$ cat config.mk
export PLATFORM = sky130hd
export DESIGN_NAME = uart_rx
export DESIGN_NICKNAME = d
export VERILOG_FILES = /design/src/rtl/uart_rx.sv
export SDC_FILE = /design/constraint.sdc
export NUM_CORES = 1
export LEC_CHECK = 0
export CAP_MARGIN = 20
export CORE_ASPECT_RATIO = 0.8
export CORE_MARGIN = 2
export CORE_UTILIZATION = 36
export CTS_BUF_LIST = sky130_fd_sc_hd__clkbuf_8
export CTS_CLUSTER_DIAMETER = 120
export CTS_CLUSTER_SIZE = 25
export DETAILED_ROUTE_END_ITERATION = 7
export PLACE_DENSITY_LB_ADDON = 0.25
export SLEW_MARGIN = 20
export SYNTH_ARGS = -nofsm -noshare
export SYNTH_HDL_FRONTEND = slang
export SYNTH_SLANG_ARGS = --single-unit
export TNS_END_PERCENT = 1
$ cat constraint.sdc
create_clock -name sys_clk -period 2.8 [get_ports sys_clk]
set_input_delay 0.56 -clock sys_clk [delete_from_list [all_inputs] [get_ports sys_clk]]
set_output_delay 0.56 -clock sys_clk [all_outputs]
set_load 0.005 [all_outputs]
$ cat src/rtl/uart_rx.sv
// rtl/uart_rx.sv - 8N1 UART receiver, optional parity bit when UART_RX_PARITY_EN is defined
module uart_rx #(
  parameter int CLK_FREQ   = 50_000_000,
  parameter int BAUD       = 115200,
  parameter int PARITY_ODD = 0
) (
  input  logic       sys_clk,
  input  logic       sys_rst,
  input  logic       uart_rxd,
  output logic [7:0] rx_data,
  output logic       rx_valid,
  output logic       frame_err,
  output logic       parity_err,
  output logic       busy
);

  localparam int BAUD_DIV = CLK_FREQ / BAUD;
  localparam int CNT_W    = (BAUD_DIV > 2) ? $clog2(BAUD_DIV) : 1;

  // Full-bit and half-bit terminal counts; the half count centres sampling in each bit.
  localparam logic [CNT_W-1:0] CNT_LAST = CNT_W'(BAUD_DIV - 1);
  localparam logic [CNT_W-1:0] CNT_HALF = CNT_W'(BAUD_DIV / 2 - 1);

`ifdef UART_RX_PARITY_EN
  localparam logic PAR_ODD = (PARITY_ODD != 0);
`endif

  typedef enum logic [2:0] {
    S_IDLE,
    S_START,
    S_DATA,
`ifdef UART_RX_PARITY_EN
    S_PARITY,
`endif
    S_STOP
  } state_e;

  state_e           state_q, state_d;
  logic [CNT_W-1:0] clk_cnt_q, clk_cnt_d;
  logic [2:0]       bit_cnt_q, bit_cnt_d;
  logic [7:0]       shift_q, shift_d;
  logic [7:0]       rx_data_q, rx_data_d;
  logic             rx_valid_q, rx_valid_d;
  logic             frame_err_q, frame_err_d;
  logic             parity_err_q, parity_err_d;
`ifdef UART_RX_PARITY_EN
  logic             par_mis_q, par_mis_d;
`endif

  // Synchroniser stages: sync1 is metastability catch, rxd_s the usable line, rxd_d its one-cycle delay.
  logic             sync1_q;
  logic             rxd_s_q;
  logic             rxd_d_q;

  // Two-flop synchroniser plus edge-detect delay; reset high so a released reset never looks like a start edge.
  always_ff @(posedge sys_clk or posedge sys_rst) begin
    if (sys_rst) begin
      sync1_q <= 1'b1;
      rxd_s_q <= 1'b1;
      rxd_d_q <= 1'b1;
    end else begin
      sync1_q <= uart_rxd;
      rxd_s_q <= sync1_q;
      rxd_d_q <= rxd_s_q;
    end
  end

  // State, counters, shift register and registered output pulses.
  always_ff @(posedge sys_clk or posedge sys_rst) begin
    if (sys_rst) begin
      state_q      <= S_IDLE;
      clk_cnt_q    <= '0;
      bit_cnt_q    <= '0;
      shift_q      <= '0;
      rx_data_q    <= '0;
      rx_valid_q   <= 1'b0;
      frame_err_q  <= 1'b0;
      parity_err_q <= 1'b0;
`ifdef UART_RX_PARITY_EN
      par_mis_q    <= 1'b0;
`endif
    end else begin
      state_q      <= state_d;
      clk_cnt_q    <= clk_cnt_d;
      bit_cnt_q    <= bit_cnt_d;
      shift_q      <= shift_d;
      rx_data_q    <= rx_data_d;
      rx_valid_q   <= rx_valid_d;
      frame_err_q  <= frame_err_d;
      parity_err_q <= parity_err_d;
`ifdef UART_RX_PARITY_EN
      par_mis_q    <= par_mis_d;
`endif
    end
  end

  // Frame sequencing: start validation at mid start bit, then one sample per bit period.
  always_comb begin
    state_d      = state_q;
    clk_cnt_d    = clk_cnt_q;
    bit_cnt_d    = bit_cnt_q;
    shift_d      = shift_q;
    rx_data_d    = rx_data_q;
    rx_valid_d   = 1'b0;
    frame_err_d  = 1'b0;
    parity_err_d = 1'b0;
`ifdef UART_RX_PARITY_EN
    par_mis_d    = par_mis_q;
`endif

    case (state_q)
      S_IDLE: begin
        clk_cnt_d = '0;
        bit_cnt_d = '0;
        if (rxd_d_q && !rxd_s_q) begin
          state_d = S_START;
        end
      end

      S_START: begin
        if (clk_cnt_q == CNT_HALF) begin
          clk_cnt_d = '0;
          bit_cnt_d = '0;
          // A line already back high at mid start bit was a glitch, not a frame.
          state_d   = rxd_s_q ? S_IDLE : S_DATA;
        end else begin
          clk_cnt_d = clk_cnt_q + 1'b1;
        end
      end

      S_DATA: begin
        if (clk_cnt_q == CNT_LAST) begin
          clk_cnt_d          = '0;
          shift_d[bit_cnt_q] = rxd_s_q;
          if (bit_cnt_q == 3'd7) begin
`ifdef UART_RX_PARITY_EN
            state_d = S_PARITY;
`else
            state_d = S_STOP;
`endif
          end else begin
            bit_cnt_d = bit_cnt_q + 3'd1;
          end
        end else begin
          clk_cnt_d = clk_cnt_q + 1'b1;
        end
      end

`ifdef UART_RX_PARITY_EN
      S_PARITY: begin
        if (clk_cnt_q == CNT_LAST) begin
          clk_cnt_d = '0;
          par_mis_d = (rxd_s_q != ((^shift_q) ^ PAR_ODD));
          state_d   = S_STOP;
        end else begin
          clk_cnt_d = clk_cnt_q + 1'b1;
        end
      end
`endif

      S_STOP: begin
        if (clk_cnt_q == CNT_LAST) begin
          // Returning to IDLE at mid stop bit leaves half a bit to catch a back-to-back start edge.
          clk_cnt_d = '0;
          state_d   = S_IDLE;
          if (!rxd_s_q) begin
            frame_err_d = 1'b1;
`ifdef UART_RX_PARITY_EN
          end else if (par_mis_q) begin
            parity_err_d = 1'b1;
`endif
          end else begin
            rx_valid_d = 1'b1;
            rx_data_d  = shift_q;
          end
        end else begin
          clk_cnt_d = clk_cnt_q + 1'b1;
        end
      end

      default: begin
        state_d   = S_IDLE;
        clk_cnt_d = '0;
        bit_cnt_d = '0;
      end
    endcase
  end

  assign rx_data    = rx_data_q;
  assign rx_valid   = rx_valid_q;
  assign frame_err  = frame_err_q;
  assign parity_err = parity_err_q;
  assign busy       = (state_q != S_IDLE);

endmodule

==> results summary <==
The total die area is 5116 um2. In this run, placement finished with an instance count of 209. The area occupied by registers came out at 879.6 um2.

The number of distinct library cell variants in the gate-level netlist after synthesis came out at 35. The number of buffers and inverters on the critical path is 1. The net count after synthesis is 154. The routed via count came out at 1086.

The diode insertion count for antenna repair came out at 0. The worst clock skew came out at 0.003014 ns. Setup repair after global routing left no endpoint under its margin.

Among all stages on the critical path, the largest delay is contributed by sky130_fd_sc_hd__or4_1. Once the floorplan was initialized, standard cells occupied 38.30% of the core. The most common cell after layout, fill and taps aside is sky130_fd_sc_hd__dfrtp_1. The hold violation total from the final report came out at 0. The data arrival time of the critical path came out at 2.62 ns.

The number of violations reported at the end of detailed-routing iteration 0 is 43. The required time of the worst setup path is 2.97 ns. The detailed-route vias per instance came out at 5.005. Counting the buffers created by CTS gives 5. The number of warnings issued by yosys is 0. In this run the remaining antenna-violating nets after routing total 0.

Setup violations remaining at the end of the flow were counted as 0. The count of pins over their slew limit is 0. The fmax came out at 407.9 MHz.

The worst setup path is of the reg2reg kind. The post-layout net count is 167. The max-cap check violation count came out at 0. Sequential elements use 53.62% of the synthesized area. The register clock-pin slew on the reported worst setup and hold paths came out at 0.06 ns. The first TritonRoute pass finished after 4 iterations. The buffer depth of the longest clock path came out at 2. The largest fanout on the critical path is 13. The count of pins on the block boundary came out at 15.

The number of resized instances in the post-cts repair step is 0. The cell count after synthesis came out at 146. The largest vdd supply drop came out at 0.3502 mV. The count of clock tree sinks came out at 35. The floorplan step set the die width to 79.47 um. TritonCTS built the clock tree. The synthesized design contains 35 register bits.

The area growth from synthesis to layout is 15.94%. The worst setup path is captured at a flip-flop. The static power due to leakage is 0.0008398 uW. Hold repair after CTS inserted 0 buffers. The signal on the critical path passes through inv_1 > ha_1 > nand4_1 > or4_1 > nor3_4 > mux2_2. The first-pass GRT wire length came out at 5.237 mm. The total negative slack for setup checks is 0 ns. The H-tree was split into 2 levels.

The mean routed wirelength per cell is 13.93 um. The core footprint is 4283 um2. The library cells used most frequently in the layout, excluding fill and tap cells, are sky130_fd_sc_hd__dfrtp_1, sky130_fd_sc_hd__mux2_2, sky130_fd_sc_hd__nor2_1, sky130_fd_sc_hd__clkdlybuf4s50_1, sky130_fd_sc_hd__nand2_1. The via count of the first global-routing pass was 1113. Counting the fill cells in the layout gives 417. The share of layout cells above drive strength 1 came out at 18.13%. The flow ran to the end, and the final reports show no timing, DRC or antenna violations. After floorplanning, the core was divided into 21 placement rows. For the finished layout, the period the worst path requires is 2.451 ns. The die is 64.38 um tall. The post-CTS setup buffer count is 0.

STA classifies the critical path startpoint as a flip-flop. In this run the worst hold path is classified as reg2reg. The average size of a mapped cell is 11.24 um2. The global-route congestion overflow total came out at 0. The multi-input combinational cells in the finished layout cover a total of 698.2 um2.

The number of non-filler instances in the completed layout came out at 217. The DRC violations left is 0. In this run the tool buffered the top-level ports with 13 buffer cells. The global-route total usage across every layer is 13.73%. The cell type group with the largest total delay on the critical path is simple AND/OR/NAND/NOR gates. The root buffer cell is sky130_fd_sc_hd__clkbuf_8.

The mapped cell area came out at 1640 um2. For this design the ratio of total power to cell area is 570.7 nW/um2. Final hold analysis gives a worst-case slack of 0.3557 ns. The maximum number of pins on one net before global-route repair is 36. The share of the cycle needed by the critical path after routing is 87.55%.

At the end of routability-driven placement, the weighted congestion stood at 0.7394. After detailed routing, the total wire length is 3.023 mm. The initial antenna violation count is 0.

The largest stage delay on the critical path is 0.72 ns. At the later pin of the worst-skew pair, clock insertion delay measures 0.28 ns. The post-detailed-placement half-perimeter wirelength came out at 2.087 mm.
metrics by stage:
stage | area [um2] | power, uW | util [%] | worst slack, ns
after floorplan | 1640 | 715.1 | - | 0.6980
after global placement | 1821 | 750.3 | 42.51 | 0.4231
after detailed placement | 1821 | 761.4 | 42.51 | 0.3511
after CTS | 1902 | 1102 | 44.41 | 0.3384
after global routing | 1902 | 1168 | 44.41 | 0.1879
final | 1902 | 1085 | 44.41 | 0.3486
per-layer routing:
metal / vias up / GRT usage (%) / wire length (um)
met3: 4 / 3.955 / 108
met2: 19 / 18.80 / 1313
met5: - / 0 / 0
met4: 0 / 7.112 / 51
met1: 522 / 19.48 / 1549
li1: 541 / - / -
final cells by class:
type	count	share of cell area (%)
sequential	35	46.25
tap	57	3.750
clock buffer	5	3.618
inverter	5	0.9868
clock inverter	3	0.6579
multi-input combinational	96	36.71
timing repair buffer	16	8.026
kinds of logic after synthesis:
| family | synth area share (%) |
|---|---|
| simple gates | 18.92 |
| flops | 53.62 |
| mux | 10.22 |
| buf+inv | 3.814 |
| compound gates | 5.645 |
| xor+xnor | 3.738 |
| fa+ha+maj | 3.814 |
| other cells | 0.2286 |
where the power goes:
part           switching [uW]  internal [uW]  leakage, uW
clock                     168            167    0.0000505
sequential               66.2            546     0.000468
combinational            74.8           63.9     0.000321
worst paths after layout:
kind / startpoint / endpoint / slack, ns / cells past startpoint
worst max-delay path: clk_cnt_q[1] / rx_data[1] / 0.35 / 6
worst min-delay path: sync1_q / rxd_s_q / 0.36 / 0
worst max register to register: clk_cnt_q[1] / rx_data[1] / 0.35 / 6
worst min register to register: sync1_q / rxd_s_q / 0.36 / 0
max in group asynchronous: sys_rst / sync1_q / 1.79 / 3
min in group asynchronous: sys_rst / clk_cnt_q[5] / 0.67 / 3
Yosys cell counts:
library cell / count / share of area [%]
sky130_fd_sc_hd__nor2b_1: 3 / 1.1
sky130_fd_sc_hd__nor4b_1: 1 / 0.53
sky130_fd_sc_hd__clkbuf_1: 7 / 1.6
sky130_fd_sc_hd__ha_1: 5 / 3.8
sky130_fd_sc_hd__conb_1: 1 / 0.23
sky130_fd_sc_hd__inv_1: 5 / 1.1
sky130_fd_sc_hd__nand3b_1: 1 / 0.46
sky130_fd_sc_hd__nor3_1: 3 / 0.92
sky130_fd_sc_hd__buf_4: 1 / 0.46
sky130_fd_sc_hd__or2b_1: 1 / 0.46
sky130_fd_sc_hd__o31ai_1: 2 / 0.92
sky130_fd_sc_hd__xor2_1: 2 / 1.1
sky130_fd_sc_hd__mux2_2: 14 / 9.6
sky130_fd_sc_hd__nor4_1: 3 / 1.1
sky130_fd_sc_hd__nor3_4: 1 / 0.99
sky130_fd_sc_hd__nand4_1: 6 / 2.3
sky130_fd_sc_hd__mux2i_1: 1 / 0.61
sky130_fd_sc_hd__o211ai_1: 1 / 0.46
sky130_fd_sc_hd__or2_2: 1 / 0.38
sky130_fd_sc_hd__o41a_1: 1 / 0.69
sky130_fd_sc_hd__nand2_1: 9 / 2.1
sky130_fd_sc_hd__dfrtp_1: 32 / 49
sky130_fd_sc_hd__o21ai_0: 3 / 0.92
sky130_fd_sc_hd__nand2b_1: 2 / 0.76
sky130_fd_sc_hd__xnor2_1: 5 / 2.7
sky130_fd_sc_hd__o311ai_0: 2 / 1.1
sky130_fd_sc_hd__dfstp_2: 3 / 4.8
sky130_fd_sc_hd__a211oi_1: 1 / 0.46
sky130_fd_sc_hd__or4_1: 2 / 0.92
sky130_fd_sc_hd__a31oi_1: 3 / 1.1
sky130_fd_sc_hd__nand4b_1: 3 / 1.6
sky130_fd_sc_hd__nor4_2: 1 / 0.76
sky130_fd_sc_hd__nor2_1: 13 / 3.0
sky130_fd_sc_hd__nand3_1: 5 / 1.5
sky130_fd_sc_hd__buf_2: 2 / 0.61
worst reg2reg max path, stage by stage, from the launching register on:
cell	delay (ns)
sky130_fd_sc_hd__dfrtp_1	0.40
sky130_fd_sc_hd__inv_1	0.08
sky130_fd_sc_hd__ha_1	0.14
sky130_fd_sc_hd__nand4_1	0.12
sky130_fd_sc_hd__or4_1	0.72
sky130_fd_sc_hd__nor3_4	0.49
sky130_fd_sc_hd__mux2_2	0.39
sequential cells by signal, summed over array words and instances, names as in the netlist:
name,count
bit_cnt_q,3
rxd_s_q,1
rx_valid,1
shift_q,8
sync1_q,1
clk_cnt_q,9
state_q,2
rxd_d_q,1
rx_data,8
frame_err,1
No activity file was read; power rests on OpenSTA's default activity.
